==> config.mk <==
export PLATFORM = sky130hd
export DESIGN_NAME = noc_local_injector
export DESIGN_NICKNAME = d
export VERILOG_FILES = /design/src/rtl/noc_local_injector_pkg.sv /design/src/rtl/noc_rr_vc_arbiter.sv /design/src/rtl/noc_local_injector.sv
export SDC_FILE = /design/constraint.sdc
export NUM_CORES = 1
export LEC_CHECK = 0
export CELL_PAD_IN_SITES_DETAIL_PLACEMENT = 0
export CELL_PAD_IN_SITES_GLOBAL_PLACEMENT = 2
export CORE_MARGIN = 2
export CORE_UTILIZATION = 30
export DETAILED_ROUTE_END_ITERATION = 7
export PLACE_DENSITY_LB_ADDON = 0.2
export SETUP_SLACK_MARGIN = 0.05
export SLEW_MARGIN = 5
export SYNTH_ARGS = -nofsm -noshare
export SYNTH_HDL_FRONTEND = slang
export SYNTH_SLANG_ARGS = --single-unit
export TNS_END_PERCENT = 100
==> constraint.sdc <==
create_clock -name noc_clk -period 6.01 [get_ports noc_clk]
set_clock_uncertainty 0.05 [all_clocks]
set_input_delay 0.9015 -clock noc_clk [delete_from_list [all_inputs] [get_ports noc_clk]]
set_output_delay 0.9015 -clock noc_clk [all_outputs]
set_load 0.03 [all_outputs]
==> src/rtl/noc_local_injector_pkg.sv <==
// Shared types for the local-port flit injector: flit layouts, flit types and FSM states.
// Flit width is sized so a BODY/TAIL flit carries a full payload word behind its type field.
package noc_local_injector_pkg;

    localparam int Noc_VC_Channel = 4;
    localparam int Noc_ID_X_Width = 4;
    localparam int Noc_ID_Y_Width = 4;
    localparam int Noc_Payload_W  = 32;
    localparam int Noc_Len_W      = 4;
    localparam int Noc_Flit_Width = 2 + Noc_Payload_W;
    localparam int Noc_Head_Pad_W = Noc_Flit_Width - 2 - 2 * Noc_ID_X_Width
                                    - 2 * Noc_ID_Y_Width - Noc_Len_W;

    typedef enum logic [1:0] {
        FLIT_HEAD     = 2'd0,
        FLIT_BODY     = 2'd1,
        FLIT_TAIL     = 2'd2,
        FLIT_HEADTAIL = 2'd3
    } flit_type_e;

    typedef struct packed {
        flit_type_e                ftype;
        logic [Noc_ID_X_Width-1:0] dst_x;
        logic [Noc_ID_Y_Width-1:0] dst_y;
        logic [Noc_ID_X_Width-1:0] src_x;
        logic [Noc_ID_Y_Width-1:0] src_y;
        logic [Noc_Len_W-1:0]      len;
        logic [Noc_Head_Pad_W-1:0] pad;
    } head_flit_t;

    typedef struct packed {
        flit_type_e               ftype;
        logic [Noc_Payload_W-1:0] payload;
    } body_flit_t;

    typedef enum logic [1:0] {
        ST_IDLE  = 2'd0,
        ST_ALLOC = 2'd1,
        ST_HEAD  = 2'd2,
        ST_BODY  = 2'd3
    } inj_state_e;

endpackage

==> src/rtl/noc_rr_vc_arbiter.sv <==
// Round-robin VC picker: grants the first requesting VC at or after ptr, wrapping around.
// Purely combinational; the caller owns and advances the pointer.
module noc_rr_vc_arbiter #(
    parameter int CHANNELS = 4,
    parameter int VC_W     = (CHANNELS > 1) ? $clog2(CHANNELS) : 1
) (
    input  logic [CHANNELS-1:0] req,
    input  logic [VC_W-1:0]     ptr,
    output logic [CHANNELS-1:0] grant,
    output logic [VC_W-1:0]     grant_idx,
    output logic                grant_valid
);

    logic [VC_W-1:0] cand;

    always_comb begin
        grant       = '0;
        grant_idx   = '0;
        grant_valid = 1'b0;
        cand        = '0;
        for (int i = 0; i < CHANNELS; i++) begin
            cand = VC_W'((int'(ptr) + i) % CHANNELS);
            if (!grant_valid && req[cand]) begin
                grant_valid = 1'b1;
                grant[cand] = 1'b1;
                grant_idx   = cand;
            end
        end
    end

endmodule

==> src/rtl/noc_local_injector.sv <==
// Local-port network-interface transmitter: turns a (dst, len) request plus a payload stream
// into HEAD/BODY/TAIL flits on one round-robin-allocated VC with a registered output stage.
module noc_local_injector
    import noc_local_injector_pkg::*;
#(
    parameter int CHANNELS  = Noc_VC_Channel,
    parameter int PAYLOAD_W = Noc_Payload_W,
    parameter int LEN_W     = Noc_Len_W
) (
    input  logic                      noc_clk,
    input  logic                      noc_rst_n,
    input  logic [Noc_ID_X_Width-1:0] id_x,
    input  logic [Noc_ID_Y_Width-1:0] id_y,
    input  logic                      req_valid,
    output logic                      req_ready,
    input  logic [Noc_ID_X_Width-1:0] req_dst_x,
    input  logic [Noc_ID_Y_Width-1:0] req_dst_y,
    input  logic [LEN_W-1:0]          req_len,
    input  logic                      pay_valid,
    output logic                      pay_ready,
    input  logic [PAYLOAD_W-1:0]      pay_data,
    output logic [CHANNELS-1:0]       tx_valid,
    output logic [Noc_Flit_Width-1:0] tx_flit,
    input  logic [CHANNELS-1:0]       tx_ready,
    input  logic [CHANNELS-1:0]       tx_vc_ready,
    output logic                      busy
);

    localparam int VC_W = (CHANNELS > 1) ? $clog2(CHANNELS) : 1;

    inj_state_e                state;
    logic [Noc_ID_X_Width-1:0] dst_x_q;
    logic [Noc_ID_Y_Width-1:0] dst_y_q;
    logic [LEN_W-1:0]          len_q;
    logic [LEN_W-1:0]          len_cnt;
    logic [VC_W-1:0]           vc;
    logic [CHANNELS-1:0]       vc_sel;
    logic [VC_W-1:0]           rr_ptr;

    logic [CHANNELS-1:0]       grant;
    logic [VC_W-1:0]           grant_idx;
    logic                      grant_valid;

    logic                      out_valid;
    logic                      out_fire;
    logic                      req_fire;
    logic                      pay_fire;
    head_flit_t                head_flit;
    body_flit_t                body_flit;

    noc_rr_vc_arbiter #(
        .CHANNELS (CHANNELS),
        .VC_W     (VC_W)
    ) u_arbiter (
        .req         (tx_vc_ready),
        .ptr         (rr_ptr),
        .grant       (grant),
        .grant_idx   (grant_idx),
        .grant_valid (grant_valid)
    );

    assign out_valid = |tx_valid;
    assign out_fire  = out_valid && tx_ready[vc];
    assign req_ready = (state == ST_IDLE);
    assign req_fire  = req_valid && req_ready;
    assign busy      = (state != ST_IDLE);
    // A new payload word may enter whenever the output slot is empty or drains this cycle.
    assign pay_ready = (state == ST_BODY) && (len_cnt != '0) && (!out_valid || tx_ready[vc]);
    assign pay_fire  = pay_valid && pay_ready;

    always_comb begin
        head_flit.ftype   = (len_q == '0) ? FLIT_HEADTAIL : FLIT_HEAD;
        head_flit.dst_x   = dst_x_q;
        head_flit.dst_y   = dst_y_q;
        head_flit.src_x   = id_x;
        head_flit.src_y   = id_y;
        head_flit.len     = Noc_Len_W'(len_q);
        head_flit.pad     = '0;
        body_flit.ftype   = (len_cnt == LEN_W'(1)) ? FLIT_TAIL : FLIT_BODY;
        body_flit.payload = Noc_Payload_W'(pay_data);
    end

    // Moving to BODY as soon as the HEAD is loaded lets the first payload word
    // replace the HEAD in the same cycle it fires, so flits stream back to back.
    always_ff @(posedge noc_clk or negedge noc_rst_n) begin
        if (!noc_rst_n) begin
            state   <= ST_IDLE;
            tx_valid <= '0;
            tx_flit <= '0;
            rr_ptr  <= '0;
            len_cnt <= '0;
            len_q   <= '0;
            dst_x_q <= '0;
            dst_y_q <= '0;
            vc      <= '0;
            vc_sel  <= '0;
        end else begin
            case (state)
                ST_IDLE: begin
                    if (req_fire) begin
                        dst_x_q <= req_dst_x;
                        dst_y_q <= req_dst_y;
                        len_q   <= req_len;
                        len_cnt <= req_len;
                        state   <= ST_ALLOC;
                    end
                end
                ST_ALLOC: begin
                    if (grant_valid) begin
                        vc     <= grant_idx;
                        vc_sel <= grant;
                        rr_ptr <= (grant_idx == VC_W'(CHANNELS - 1)) ? '0 : grant_idx + VC_W'(1);
                        state  <= ST_HEAD;
                    end
                end
                ST_HEAD: begin
                    if (!out_valid) begin
                        tx_flit  <= head_flit;
                        tx_valid <= vc_sel;
                        if (len_q != '0) begin
                            state <= ST_BODY;
                        end
                    end else if (out_fire) begin
                        tx_valid <= '0;
                        state    <= ST_IDLE;
                    end
                end
                ST_BODY: begin
                    if (pay_fire) begin
                        tx_flit  <= body_flit;
                        tx_valid <= vc_sel;
                        len_cnt  <= len_cnt - LEN_W'(1);
                    end else if (out_fire) begin
                        tx_valid <= '0;
                        if (len_cnt == '0) begin
                            state <= ST_IDLE;
                        end
                    end
                end
                default: begin
                    state <= ST_IDLE;
                end
            endcase
        end
    end

endmodule

Word-level counts from Yosys, hierarchy flattened
Cells that the tools add are included.
{"block": "op_classes", "add_sub_neg": 5, "magnitude_cmp": 9, "eq_ne": 14, "muxes": 52, "n_bitwise": 3, "reduce_logical": 31}
{"op": "two-way mux 34 bit", "n": 2}
{"op": "one-hot mux 34 bit (2 select lines)", "n": 1}
{"op": "two-way mux 4 bit", "n": 9}
{"op": "two-way mux 2 bit", "n": 15}
{"op": "one-hot mux 4 bit (2 select lines)", "n": 2}
{"op": "less-than comparator 2 x 3 -> 1 bit (second input constant)", "n": 5}
{"op": "two-way mux 1 bit", "n": 13}
{"op": "logical AND 1 bit", "n": 12}
{"op": "OR 4 bit", "n": 3}
{"op": "binary-select mux 1 bit (select 2 bit)", "n": 5}
{"op": "!= test 2 bit (second input constant)", "n": 5}
{"op": "demux 1 bit (select 2 bit)", "n": 4}
{"op": "greater-or-equal comparator 2 x 1 -> 1 bit (second input constant)", "n": 4}
{"op": "logical NOT 4 bit", "n": 2}
{"op": "one-hot mux 2 bit (4 select lines)", "n": 1}
{"op": "nonzero test 4 bit", "n": 2}
{"op": "AND reduction 7 bit", "n": 1}
{"op": "== test 2 bit (second input constant)", "n": 3}
{"op": "!= test 3 bit (second input constant)", "n": 2}
{"op": "AND reduction 3 bit", "n": 2}
{"op": "nonzero test 2 bit", "n": 3}
{"op": "adder 2 x 1 -> 2 bit (second input constant)", "n": 2}
{"op": "adder 2 bit (second input constant)", "n": 2}
{"op": "== test 4 x 1 -> 1 bit (second input constant)", "n": 1}
{"op": "8 further kinds", "n": 13}
{"block": "totals", "register_bits": 64, "in_bits": 64, "out_inout_bits": 41, "elab_cells": 124}

Longest topological paths before layout
{"block": "depth", "depth_word": 14, "mapped_depth": 9, "depth_no_buf": 7}

By module
From an unflattened synthesis, not the netlist that was laid out.
{"block": "hier_totals", "hier_cells": 337, "area_unflattened_um2": 3405.8}
{"module": "noc_local_injector", "n_inst": 1, "cells_per_inst": 292, "area_each_um2": 2986.6, "seq_area_each_um2": 1601.5}
{"module": "noc_rr_vc_arbiter", "n_inst": 1, "cells_per_inst": 45, "area_each_um2": 419.2, "seq_area_each_um2": 0.0}

Least setup slack after synthesis
No wires, ideal clock.
{"block": "synth_path", "path_kind": "reg-to-output", "from": "register state[1]", "to": "output port pay_ready", "t_arrival_ns": 1.787, "required_time_ns": 5.058, "slack_ns": 3.272, "path_stages_with_launch": 7, "path_buffers": 3, "cell_sequence": "dfrtp_1 clkbuf_1 and2_1 clkbuf_1 clkbuf_1 nand2_1 a21oi_1"}
{"block": "synth_between", "elab_chain_len": 3}
{"item": "from (decl)", "line_no": "noc_local_injector.sv:31", "text": "inj_state_e state;"}
{"item": "from (signal assigned)", "line_no": "noc_local_injector.sv:87", "text": "state <= ST_IDLE;"}
{"item": "from (signal assigned)", "line_no": "noc_local_injector.sv:105", "text": "state <= ST_ALLOC;"}
{"item": "from (signal assigned)", "line_no": "noc_local_injector.sv:113", "text": "state <= ST_HEAD;"}
{"item": "== test 2 bit", "line_no": "noc_local_injector.sv:68", "text": "assign pay_ready = (state == ST_BODY) && (len_cnt != '0) && (!out_valid || tx_ready[vc]);"}
{"item": "logical AND 1 bit (2 in series)", "line_no": "noc_local_injector.sv:68"}
{"item": "to (decl)", "line_no": "noc_local_injector.sv:20", "text": "output logic pay_ready,"}
No other way between the ends.

Worst setup path after layout
{"block": "layout_path", "from": "input port tx_ready[3]", "to": "output port pay_ready"}
{"block": "layout_between", "elab_chain_len": 4}
{"item": "from (decl)", "line_no": "noc_local_injector.sv:24", "text": "input logic [CHANNELS-1:0] tx_ready,"}
{"item": "binary-select mux 1 bit (select 2 bit)", "line_no": "noc_local_injector.sv:68"}
{"item": "two-way mux 1 bit (implied by the code)", "line_no": "noc_local_injector.sv:68"}
{"item": "logical OR 1 bit", "line_no": "noc_local_injector.sv:68"}
{"item": "logical AND 1 bit", "line_no": "noc_local_injector.sv:68"}
No other way between the ends. The select of a mux whose other input is x is not followed.

==> key figures <==
Status
  – Status: complete, no violations

Synth
  – Synth Net Count: 431
  – Mean area per synthesized cell: 9.31 um^2
  – YS warnings: 0
  – Mapped cell area: 3350 um^2
  – Post-synth top flop: dfrtp_1
  – EDFF count, synth: 0
  – Asr flop ratio synth: 100%
  – Top cells by count, synth: 81 x nand2_1, 64 x dfrtp_1, 34 x nor2_1, 28 x a31oi_1
  – Synth cell types: 45
  – Area leader, netlist: dfrtp_1
  – Area contributors post-synth: dfrtp_1 48%, nand2_1 9.1%, a31oi_1 5.2%, mux2_2 4.0%, nor2_1 3.8%
  – Post-synthesis sequential area ratio: 47.8%
  – Most common cell in the netlist: nand2_1
  – Post-Synthesis Cells: 360
  – Flops & latches, synth: 64
  – Yosys top cell area share: 47.8%

Worst setup path
  – CP Launch Type: input port
  – CP Max Fanout: 5
  – Worst setup EP type: primary output
  – WP data required: 5060 ps
  – R2r worst-path depth: 7
  – Arr. time, crit path: 2600 ps
  – Kind of critical path: input port to primary output

Clock tree
  – Post-CTS Hold Buffers: 0
  – Total setup buffers inserted after CTS: 0
  – CTS H-Tree Depth: 3
  – Post-CTS sizing: 0
  – Clock transition at path regs: 70 ps
  – Clock tree sinks: 64
  – Clk_lat worst skew: 340 ps
  – CTS tree: yes
  – CTS Buf Count: 9
  – CTS root buffer: clkbuf_8
  – Clock tree buffer depth: 2

Pwr
  – PwrDens: 596 nW/um^2
  – Total Power: 2.81 mW
  – P_leak: 1.99 nW
  – Maximum VDD drop: approximately 0.22 mV

Floorplanning
  – Starting Density: 30.8%
  – Row Count: 38
  – Area of the core: 10900 um^2
  – DIE AREA: approximately 12000 um^2
  – Die Height: 110 um
  – DIE WIDTH: 110 um
  – I/O pin count: between 100 and 150

Placement
  – GPL Wtd Cong: 0.829
  – Port Buffers: 104
  – DP Wirelength: 6150 um

Layout
  – Nets: 524
  – Share of layout cells above drive strength 1: 10.5%
  – Ant. Diodes: 0
  – Post-Route Utilization: 43.3%
  – Filler cells: about 1100
  – Area growth from synthesis to layout: 40.5%

Global route
  – Initial antenna violation count: 0
  – Vias in the first global route: 2732
  – GRT overflow: 0
  – First-pass GRT wire length: 14200 um
  – Largest net degree at the start of global routing: 65
  – Total GRT Usage: 15.5%

Timing
  – Setup-failing EPs final: 0
  – Fmax: 282 MHz
  – Crit share post-route: 59.1%
  – RSZ-0062 raised after global routing: false
  – Max-slew violation count: 0
  – Worst slew pin tran: 995 ps
  – Final period demand of the worst path: about 3600 ps
  – Slew HR: 33.5%
  – Total negative slack: 0 ps
  – Final Hold Fails: 0

Detailed routing
  – Detailed-route DRC error count: 0
  – Final WL: 8980 um
  – Drt initial violations: approximately 140
  – ANT nets after route: 0
  – Number of vias per cell: slightly below 5
  – Routed wire per std cell: 15.0 um
  – DR vias: 2914
  – Drt pass-1 iters: 4

Hold path
  – HP Class: flop to flop
  – Hold depth: 2

Flow run
  – Maxcap violations: 0
-- through the flow --
stage | hold slack (ps) | cells | setup slack (ps) | cell area, um^2
3_3_place_gp | 400 | 582 | 2470 | 4470
5_1_grt | 438 | 598 | 2380 | 4710
6_report | 415 | 598 | 2460 | 4710
4_1_cts | 422 | 598 | 2450 | 4710
3_5_place_dp | 404 | 582 | 2450 | 4470
2_1_floorplan | 404 | 360 | 3270 | 3350
-- power by group --
part           total, mW  internal, mW  switching, mW
registers          0.817         0.651          0.166
clock network      0.457         0.276          0.181
logic               1.54         0.642          0.894
-- cells by family (layout without fill, tap and decap cells) --
kind of cell	count (synthesis)	count (layout)	share of synthesized area, %
compound gates	77	77	15.8
simple gates	152	152	19.8
mux	25	25	9.15
fa+ha+maj	7	7	2.61
flops	64	64	47.8
buf+inv	34	132	4.55
xor+xnor	1	1	0.261
-- cell type report --
type / count / area (um^2) / share of cell area, %
clock buffer: 9 / 124 / 2.63
clock inverter: 7 / 120 / 2.55
inverter: 9 / 33.8 / 0.717
multi-input combinational: 262 / 1600 / 33.9
sequential: 64 / 1600 / 34.0
tap: 140 / 175 / 3.72
timing repair buffer: 107 / 1060 / 22.5
-- layer usage --
metal	routed length, um	GRT usage, %
met1	4020	19.7
met2	4310	25.0
met3	556	5.04
met4	92	4.88
met5	0	0
-- path summary, 6_finish.rpt --
check / slack (ps) / end / startpoint
min in group asynchronous: 680 / len_cnt[3] / noc_rst_n
setup reg to reg: 2950 / rr_ptr[1] / flop
hold / removal: 420 / tx_flit[9] / tx_flit[9]
setup / recovery: 2460 / pay_ready / tx_ready[3]
max in group asynchronous: 4650 / dst_y_q[3] / noc_rst_n
hold reg to reg: 420 / tx_flit[9] / tx_flit[9]
-- critical path, cell delays in order --
cell,delay (ps)
clkdlybuf4s50_1,390
mux4_2,530
inv_1,110
a21oi_1,70
clkdlybuf4s50_1,590
-- sequential cells by signal, summed over array words and instances, names as in the netlist, named ones only --
register,count
state,2
tx_flit,34
dst_x_q,4
vc_sel,4
len_q,4
dst_y_q,4
len_cnt,4
rr_ptr,1
vc,2
tx_valid,4
-- placed cells by master, fill, tap and decap left out, types with 4 or more instances in the layout --
| master | n |
|---|---|
| mux2i_1 | 9 |
| nor2_1 | 34 |
| dfrtp_1 | 64 |
| nand3_1 | 14 |
| clkbuf_8 | 9 |
| a22o_1 | 4 |
| clkdlybuf4s50_1 | 103 |
| nand2_1 | 81 |
| ha_1 | 7 |
| nand2b_1 | 4 |
| inv_1 | 9 |
| a21oi_1 | 7 |
| nor3_1 | 4 |
| o21ai_0 | 14 |
| a31oi_1 | 28 |
| mux2_2 | 12 |
(Power assumes the default switching activity.)
